$ cat src/rtl/core_ctrl_pkg.sv
// Shared encodings for the RV32I multi-cycle control sequencer: states,
// ctrlSig bit positions, datapath select codes and trap causes.
package core_ctrl_pkg;

    typedef enum logic [2:0] {
        FETCH  = 3'd0,
        DECODE = 3'd1,
        EXEC   = 3'd2,
        MEM    = 3'd3,
        WB     = 3'd4,
        TRAP   = 3'd7
    } state_t;

    localparam int unsigned CS_ALU    = 0;
    localparam int unsigned CS_IFRM   = 1;
    localparam int unsigned CS_SHIFT  = 2;
    localparam int unsigned CS_LOAD   = 3;
    localparam int unsigned CS_STORE  = 4;
    localparam int unsigned CS_BRANCH = 5;
    localparam int unsigned CS_JALR   = 6;
    localparam int unsigned CS_JAL    = 7;
    localparam int unsigned CS_AUIPC  = 8;
    localparam int unsigned CS_LUI    = 9;
    localparam int unsigned CS_USED   = 10;

    localparam logic [1:0] PC_PLUS4 = 2'd0;
    localparam logic [1:0] PC_IMM   = 2'd1;
    localparam logic [1:0] PC_JALR  = 2'd2;

    localparam logic [1:0] WB_ALU  = 2'd0;
    localparam logic [1:0] WB_LOAD = 2'd1;
    localparam logic [1:0] WB_PC4  = 2'd2;
    localparam logic [1:0] WB_IMM  = 2'd3;

    localparam logic [1:0] CAUSE_NONE    = 2'd0;
    localparam logic [1:0] CAUSE_ILLEGAL = 2'd1;
    localparam logic [1:0] CAUSE_IMEM_TO = 2'd2;
    localparam logic [1:0] CAUSE_DMEM_TO = 2'd3;

    // Only the class bits that steer sequencing or selects are kept.
    typedef struct packed {
        logic ifrm;
        logic load;
        logic store;
        logic branch;
        logic jalr;
        logic jal;
        logic auipc;
        logic lui;
    } cls_t;

    function automatic cls_t decode_class(input logic [CS_USED-1:0] c);
        cls_t r;
        r.ifrm   = c[CS_IFRM];
        r.load   = c[CS_LOAD];
        r.store  = c[CS_STORE];
        r.branch = c[CS_BRANCH];
        r.jalr   = c[CS_JALR];
        r.jal    = c[CS_JAL];
        r.auipc  = c[CS_AUIPC];
        r.lui    = c[CS_LUI];
        return r;
    endfunction

    function automatic logic is_legal(input logic [CS_USED-1:0] c);
        return c[CS_ALU] | c[CS_IFRM] | c[CS_SHIFT] | c[CS_LOAD] | c[CS_STORE] |
               c[CS_BRANCH] | c[CS_JALR] | c[CS_JAL] | c[CS_AUIPC] | c[CS_LUI];
    endfunction

endpackage

$ cat src/rtl/core_ctrl_timeout.sv
// 8-bit wait counter: clears on clr, counts while en, saturates at LIMIT and
// flags expiry once the count has reached LIMIT.
module core_ctrl_timeout #(
    parameter int unsigned LIMIT = 255
) (
    input  logic clk,
    input  logic rst_n,
    input  logic clr,
    input  logic en,
    output logic expired
);

    logic [7:0] cnt_q;
    logic [7:0] cnt_d;

    assign expired = (cnt_q == 8'(LIMIT));

    always_comb begin
        cnt_d = cnt_q;
        if (clr) begin
            cnt_d = '0;
        end else if (en && !expired) begin
            cnt_d = cnt_q + 8'd1;
        end
    end

    always_ff @(posedge clk or negedge rst_n) begin
        if (!rst_n) begin
            cnt_q <= '0;
        end else begin
            cnt_q <= cnt_d;
        end
    end

endmodule

$ cat src/rtl/core_ctrl_fsm.sv
// Multi-cycle fetch/decode/exec/mem/writeback sequencer for the RV32I core.
// Optional CORE_CTRL_PERF_EN adds cyc_cnt/instret performance counters.
module core_ctrl_fsm
    import core_ctrl_pkg::*;
#(
    parameter int unsigned CTRL_W      = 16,
    parameter int unsigned TIMEOUT_CYC = 255
) (
    input  logic              clk,
    input  logic              rst_n,
    input  logic [CTRL_W-1:0] ctrl_sig,
    input  logic              br_taken,
    input  logic              imem_ready,
    input  logic              dmem_ready,
    output logic              imem_req,
    output logic              ir_we,
    output logic              pc_we,
    output logic [1:0]        pc_sel,
    output logic              alu_a_sel,
    output logic              alu_b_sel,
    output logic              dmem_req,
    output logic              dmem_we,
    output logic              rf_we,
    output logic [1:0]        wb_sel,
    output logic [2:0]        state,
    output logic              trap,
    output logic [1:0]        trap_cause
`ifdef CORE_CTRL_PERF_EN
    ,
    output logic [31:0]       cyc_cnt,
    output logic [31:0]       instret
`endif
);

    state_t     state_q, state_d;
    cls_t       class_q, class_d;
    logic [1:0] cause_q, cause_d;
    logic       run_q;
    logic       to_clr, to_en, to_expired;
    logic       exec_jump;
    logic       unused_ctrl_hi;

    assign unused_ctrl_hi = ^ctrl_sig[CTRL_W-1:CS_USED];

    // run_q holds every output low until the first edge after reset release.
    assign exec_jump = !(class_q.load | class_q.store) && !class_q.branch &&
                       (class_q.jal | class_q.jalr);

    assign to_clr = (state_d != state_q);
    assign to_en  = ((state_q == FETCH) && run_q && !imem_ready) ||
                    ((state_q == MEM) && !dmem_ready);

    core_ctrl_timeout #(
        .LIMIT(TIMEOUT_CYC)
    ) u_timeout (
        .clk    (clk),
        .rst_n  (rst_n),
        .clr    (to_clr),
        .en     (to_en),
        .expired(to_expired)
    );

    always_comb begin
        state_d = state_q;
        class_d = class_q;
        cause_d = cause_q;
        case (state_q)
            FETCH: begin
                if (run_q) begin
                    if (imem_ready) begin
                        state_d = DECODE;
                    end else if (to_expired) begin
                        state_d = TRAP;
                        cause_d = CAUSE_IMEM_TO;
                    end
                end
            end
            DECODE: begin
                class_d = decode_class(ctrl_sig[CS_USED-1:0]);
                if (!is_legal(ctrl_sig[CS_USED-1:0])) begin
                    state_d = TRAP;
                    cause_d = CAUSE_ILLEGAL;
                end else begin
                    state_d = EXEC;
                end
            end
            EXEC: begin
                if (class_q.load || class_q.store) begin
                    state_d = MEM;
                end else if (class_q.branch) begin
                    state_d = FETCH;
                end else begin
                    state_d = WB;
                end
            end
            MEM: begin
                if (dmem_ready) begin
                    state_d = class_q.store ? FETCH : WB;
                end else if (to_expired) begin
                    state_d = TRAP;
                    cause_d = CAUSE_DMEM_TO;
                end
            end
            WB:      state_d = FETCH;
            TRAP:    state_d = TRAP;
            default: state_d = TRAP;
        endcase
    end

    always_comb begin
        imem_req  = 1'b0;
        ir_we     = 1'b0;
        pc_we     = 1'b0;
        pc_sel    = PC_PLUS4;
        alu_a_sel = 1'b0;
        alu_b_sel = 1'b0;
        dmem_req  = 1'b0;
        dmem_we   = 1'b0;
        rf_we     = 1'b0;
        wb_sel    = WB_ALU;
        case (state_q)
            FETCH: begin
                if (run_q) begin
                    imem_req = 1'b1;
                    ir_we    = imem_ready;
                end
            end
            EXEC: begin
                alu_a_sel = class_q.auipc | class_q.jal | class_q.branch;
                alu_b_sel = class_q.ifrm | class_q.load | class_q.store |
                            class_q.auipc | class_q.jal | class_q.branch;
                if (!(class_q.load || class_q.store)) begin
                    if (class_q.branch) begin
                        pc_we  = 1'b1;
                        pc_sel = br_taken ? PC_IMM : PC_PLUS4;
                    end else if (class_q.jal) begin
                        pc_we  = 1'b1;
                        pc_sel = PC_IMM;
                    end else if (class_q.jalr) begin
                        pc_we  = 1'b1;
                        pc_sel = PC_JALR;
                    end
                end
            end
            MEM: begin
                dmem_req = 1'b1;
                dmem_we  = class_q.store;
                pc_we    = class_q.store & dmem_ready;
            end
            WB: begin
                rf_we = 1'b1;
                pc_we = !exec_jump;
                if (class_q.load) begin
                    wb_sel = WB_LOAD;
                end else if (class_q.jal || class_q.jalr) begin
                    wb_sel = WB_PC4;
                end else if (class_q.lui) begin
                    wb_sel = WB_IMM;
                end
            end
            default: ;
        endcase
    end

    assign state      = state_q;
    assign trap       = (state_q == TRAP);
    assign trap_cause = cause_q;

    always_ff @(posedge clk or negedge rst_n) begin
        if (!rst_n) begin
            state_q <= FETCH;
            class_q <= '0;
            cause_q <= CAUSE_NONE;
            run_q   <= 1'b0;
        end else begin
            state_q <= state_d;
            class_q <= class_d;
            cause_q <= cause_d;
            run_q   <= 1'b1;
        end
    end

`ifdef CORE_CTRL_PERF_EN
    logic [31:0] cyc_q;
    logic [31:0] ret_q;
    logic        retire;

    assign retire = (state_q == WB) ||
                    ((state_q == EXEC) && class_q.branch && !(class_q.load || class_q.store)) ||
                    ((state_q == MEM) && dmem_ready && class_q.store);

    always_ff @(posedge clk or negedge rst_n) begin
        if (!rst_n) begin
            cyc_q <= '0;
            ret_q <= '0;
        end else if (state_q != TRAP) begin
            cyc_q <= cyc_q + 32'd1;
            if (retire) begin
                ret_q <= ret_q + 32'd1;
            end
        end
    end

    assign cyc_cnt = cyc_q;
    assign instret = ret_q;
`endif

endmodule
$ cat config.mk
export PLATFORM = sky130hd
export DESIGN_NAME = core_ctrl_fsm
export DESIGN_NICKNAME = d
export VERILOG_FILES = /design/src/rtl/core_ctrl_pkg.sv /design/src/rtl/core_ctrl_timeout.sv /design/src/rtl/core_ctrl_fsm.sv
export SDC_FILE = /design/constraint.sdc
export NUM_CORES = 1
export LEC_CHECK = 0
export ABC_AREA = 1
export CAP_MARGIN = 15
export CORE_MARGIN = 4
export CORE_UTILIZATION = 23
export CTS_CLUSTER_DIAMETER = 30
export CTS_CLUSTER_SIZE = 20
export DETAILED_ROUTE_END_ITERATION = 8
export GPL_TIMING_DRIVEN = 1
export HOLD_SLACK_MARGIN = 0.1
export MAX_ROUTING_LAYER = met4
export PLACE_DENSITY = 0.45
export REMOVE_ABC_BUFFERS = 1
export SKIP_LAST_GASP = 1
export SYNTH_ARGS = -nofsm -noshare
export SYNTH_HDL_FRONTEND = slang
export SYNTH_SLANG_ARGS = --single-unit
export TNS_END_PERCENT = 50
$ cat constraint.sdc
create_clock -name clk -period 1.8 [get_ports clk]
set_clock_uncertainty 0.15 [all_clocks]
set_input_delay 0.18 -clock clk [delete_from_list [all_inputs] [get_ports clk]]
set_output_delay 0.18 -clock clk [all_outputs]
set_load 0.02 [all_outputs]
* Yosys cells after proc, flatten, opt, wreduce, memory -nomap -nowiden
Index checks and enable logic that the tools add are counted.
W data, S select, Z words.
** Word-level totals
- Bits in registers :: 22
- Latch bits :: 0
- RAM bits :: 0
- Bits in read-only memories :: 0
- Input port bits :: 21
- Output and inout bits :: 18
- Memories kept :: 0
** Cells by class
- Add/sub/neg operators :: 1
- Multiply operators :: 0
- Divide/modulo/power cells :: 0
- $lt $le $gt $ge :: 0
- Equality and inequality tests :: 13
- Shift-type cells :: 0
- Muxes and demuxes :: 42
- Bitwise logic cells :: 19
- Reductions and logical operators :: 19
** Operator list (count)
- $mux W2 :: 15
- $mux W3 :: 8
- $or A1 B1 Y1 :: 18
- $mux W8 :: 2
- $pmux W3 S5 :: 1
- $mux W1 :: 14
- $add A8 B1 Y8 const B :: 1
- $eq A8 B8 Y1 const B :: 1
- $ne A2 B2 Y1 const B :: 4
- $reduce_and A7 Y1 :: 1
- $eq A3 B2 Y1 const B :: 2
- $eq A3 B3 Y1 const B :: 2
- $logic_and A1 B1 Y1 :: 6
- $logic_not A1 Y1 :: 6
- $pmux W2 S3 :: 1
- $ne A2 B1 Y1 const B :: 2
- $eq A3 B1 Y1 const B :: 1
- $logic_not A3 Y1 :: 1
- $logic_or A1 B1 Y1 :: 3
- $ne A3 B3 Y1 :: 1
- $pmux W1 S3 :: 1
- $reduce_bool A3 Y1 :: 1
- $reduce_bool A2 Y1 :: 1
- $and A1 B1 Y1 :: 1

* Depth between registers and ports, before layout
- Depth after elaboration :: 13
- Mapped depth :: 13
- Mapped depth without buffers :: 13

* Cells and area by module
From an unflattened synthesis, not the netlist that was laid out.
** Unflattened totals
- Cell total of the unflattened synthesis :: 208
- Area, all modules :: 1451.4 sq um
** Modules (own cells, without submodules)
- core_ctrl_fsm :: times used 1, cells each 138, area an instance 943.4 sq um
- core_ctrl_timeout :: times used 1, cells each 70, area an instance 508.0 sq um

* Worst setup path after synthesis
OpenSTA, ideal clock, no wires.
- Path type :: reg-to-output
- Start :: register state_q[0], in the netlist state[0]
- End :: output port wb_sel[1]
- Arrival :: 1651 ps
- Slack :: -181 ps
- Cell stages (with the launch flop) :: 6
- Path buffers :: 0
- Cell sequence :: dfrtp_1 > nor2_2 > inv_1 > nor2_1 > inv_1 > nor3_1
** On the way
- Cells in the longest elaborated chain, start to end :: 2
** Ends and longest elaborated chain
- start: declaration :: line core_ctrl_fsm.sv:35 : state_t state_q, state_d;
- start signal: assignment :: line core_ctrl_fsm.sv:176 : state_q <= state_d;
- $eq A3 B3 Y1 :: line core_ctrl_fsm.sv:121 : case (state_q)
- $mux W2 :: line core_ctrl_fsm.sv:121
- end: declaration :: line core_ctrl_fsm.sv:24 : output logic [1:0] wb_sel,
Every way passes these cells.

* Final worst setup path
- Start :: register state_q[2], in the netlist state[2]
- End :: output port state[2]
** RTL lines
- end: declaration :: line core_ctrl_fsm.sv:25 : output logic [2:0] state,
No word-level cell between the ends.

==> metrics <==
final count of negative-setup-slack endpoints=3; clock sink count=22; Reg2Reg Depth=11; commonest cells in the netlist=64 x nand2_1, 29 x nor2_1, 22 x dfrtp_1; failing checks=negative setup slack; synthesized area=1361 sq um; Tmin final=1836 ps; vias per cell=4.137; Power Internal=685.2 uW; initial antenna violation count=0; YS warnings=0; cell breakdown of the critical path=buf_4 -> buf_4 -> clkdlybuf4s50_1; VDD IR max=0.2929 mV; Hold Crit Class=in -> async; layout net count=302; post-synth cell types=22; syn avg cell area=6.875 sq um; core box area=5608 sq um; Post-Route WL=3.902 mm; worst-path fanout max=4; All-Layer GR Usage=11.24%; Post-synth EDFFs=0; RSZ-0062 raised after global routing=true; fmax=0.5447 GHz; design area=2262 sq um; Sw Ratio=21.57%; Leak=0.001095 uW; hold bufs inserted after CTS=0; flops & latches, synth=22; initial drt markers=65; worst skew pair latency=260 ps; CP required=1470 ps; DP Area=2053 sq um; max_cap viols=0; worst r2r dst=u_timeout.cnt_q[1]$_DFFE_PN0P_; CTS tree=built; Mapped Cells=198; Initial Utilization=24.27%; global-route met1 utilization=15.86%; # DRC=0; fill count=595; Critical Path Start Type=flop; grt met3 use=1.068%; busiest grt layer=met2; Synth Flop Type=dfrtp_1; vias in the first global route=1345; IO Pins=39; clock slew at reported path FFs=80 ps; count of final hold-check violations=0; outcome=finished with violations; Detail Route Antenna Nets=0; global-route wire length before repair=6.444 mm; CP max-delay cell=clkdlybuf4s50_1; kind of critical path=reg -> out; R2R setup slack=0 ps; layout cells sized above 1=42.09%; global route overflow=0; Power Density=386.2 nW/um^2; Die Width=84.94 um; Wirelength per Cell=11.15 um; top-area cell type share of the netlist area=40.44%; count of pins over their slew limit=0; row cnt=27; Hold Slack=120.3 ps; sequential fraction of the synthesis area=40.44%; CP Capture Type=output port; most frequent CP cell=buf_4; slowest stage delay, CP=530 ps; total CTS buffers=3; largest net degree at the start of global routing=23; antenna fix cells=0; ys async rst share=100.0%; final worst slack=-35.86 ps; grt met2 use=16.94%; final worst-path cycle share=102.0%; Die ar.=7214 sq um; cell taking the most area after synthesis=dfrtp_1; gpl congestion=0.8373; Comb power frac=7.8%; Area Growth Syn to Fin=66.18%; # port buffers=32; sequential fraction of design power=56.7%; clock power share=35.5%; top post-synthesis cells by area=dfrtp_1 40%, nand2_1 18%, nor2_1 8.0%; CTS H-tree depth=1; HPWL after detailed placement=3.061 mm; WP data arrival=1510 ps; die height=84.94 um; DR pass1 iterations=4; clock root cell=clkbuf_8; reg2reg start=state[1]$_DFF_PN0_; most frequent cell after synthesis=nand2_1; P_sw=188.4 uW; via count=1448; clock buffer depth=2
## cell families after synthesis
| logic type | share of synthesized area (%) |
|---|---|
| other | 0.2755 |
| and+or+nand+nor | 41.18 |
| buffers and inverters | 7.168 |
| adders and majority gates | 0.9190 |
| AOI/OAI and AO/OA | 6.802 |
| xor gates and xnor gates | 3.217 |
| DFF | 40.44 |
## through the flow
step | utilization [%] | setup slack [ps] | total power (uW) | TNS [ps] | cells
after floorplan | - | -181.2 | 513.7 | -1002 | 197
after global placement | 36.61 | -207.2 | 573.4 | -2498 | 339
after detailed placement | 36.61 | -213.1 | 573.2 | -2503 | 339
after CTS | 37.22 | -179.8 | 893.9 | -1176 | 344
after global routing | 40.34 | -116.8 | 916.1 | -1447 | 350
final | 40.34 | -35.86 | 873.7 | -41.87 | 350
## worst max-delay path: cells and delay by family (launching register included)
family / cells / cell delay, ps
buf+inv: 3 / 800
flops: 1 / 460
## state kept, by name, summed over array words and instances (netlist names)
signal,count
class_q,8
run_q,1
state,3
trap_cause,2
u_timeout.cnt_q,8
## repair_timing
| item | 4_1_cts | 5_1_grt |
|---|---|---|
| buffers inserted | 2 | 6 |
| setup endpoints to repair | 24 | 25 |
| pin swaps | 0 | 17 |
| resized for setup | 42 | 51 |
## area by class of cell
cell class	instances	area (sq um)	share of cell area [%]
multi-input combinational	150	813.3	35.95
inverter	25	101.3	4.480
clock buffer	3	41.29	1.825
timing repair buffer	78	663.1	29.31
sequential	22	553.0	24.45
tap	72	90.09	3.982
## per-layer routing
layer / routed length [um] / share of wire, % / up-vias
met5: 0 / 0 / -
met4: 51 / 1.3 / 0
met3: 78 / 2.0 / 6
met2: 1779 / 46 / 16
met1: 1993 / 51 / 656
li1: - / - / 770
## how the worst max path moves through the flow
| stage | startpoint | to | cells past startpoint |
|---|---|---|---|
| 2_1_floorplan | state[0]$_DFF_PN0_ | wb_sel[1] | 5 |
| 3_3_place_gp | state[1]$_DFF_PN0_ | pc_we | 7 |
| 3_5_place_dp | state[0]$_DFF_PN0_ | pc_we | 6 |
| 4_1_cts | state[0]$_DFF_PN0_ | dmem_req | 4 |
| 5_1_grt | state[1]$_DFF_PN0_ | u_timeout.cnt_q[1]$_DFFE_PN0P_ | 11 |
| 6_report | state[2]$_DFF_PN0_ | state[2] | 3 |
## power groups by stage
stage	Clock, uW	Sequential (uW)	Combinational [uW]
4_1_cts	330	495	68.3
2_1_floorplan	0	505	8.38
3_3_place_gp	0	505	68.2
5_1_grt	345	496	76.0
6_report	310	495	68.6
3_5_place_dp	0	505	67.9
## cell usage in the layout, fill, tap and decap left out, types with 3 or more instances in the layout
| cell type | instances |
|---|---|
| nand3_1 | 7 |
| clkbuf_8 | 3 |
| inv_4 | 3 |
| buf_2 | 6 |
| xor2_1 | 4 |
| dfrtp_1 | 20 |
| nor2_2 | 19 |
| nand2_2 | 15 |
| clkdlybuf4s50_1 | 19 |
| nor3_1 | 4 |
| inv_1 | 17 |
| nand2_4 | 4 |
| o21ai_0 | 10 |
| inv_2 | 5 |
| buf_4 | 40 |
| buf_6 | 7 |
| clkdlybuf4s15_2 | 3 |
| nand2_1 | 51 |
| a21oi_1 | 3 |
| nor2_1 | 19 |
Power figures use the tool's default switching activity.
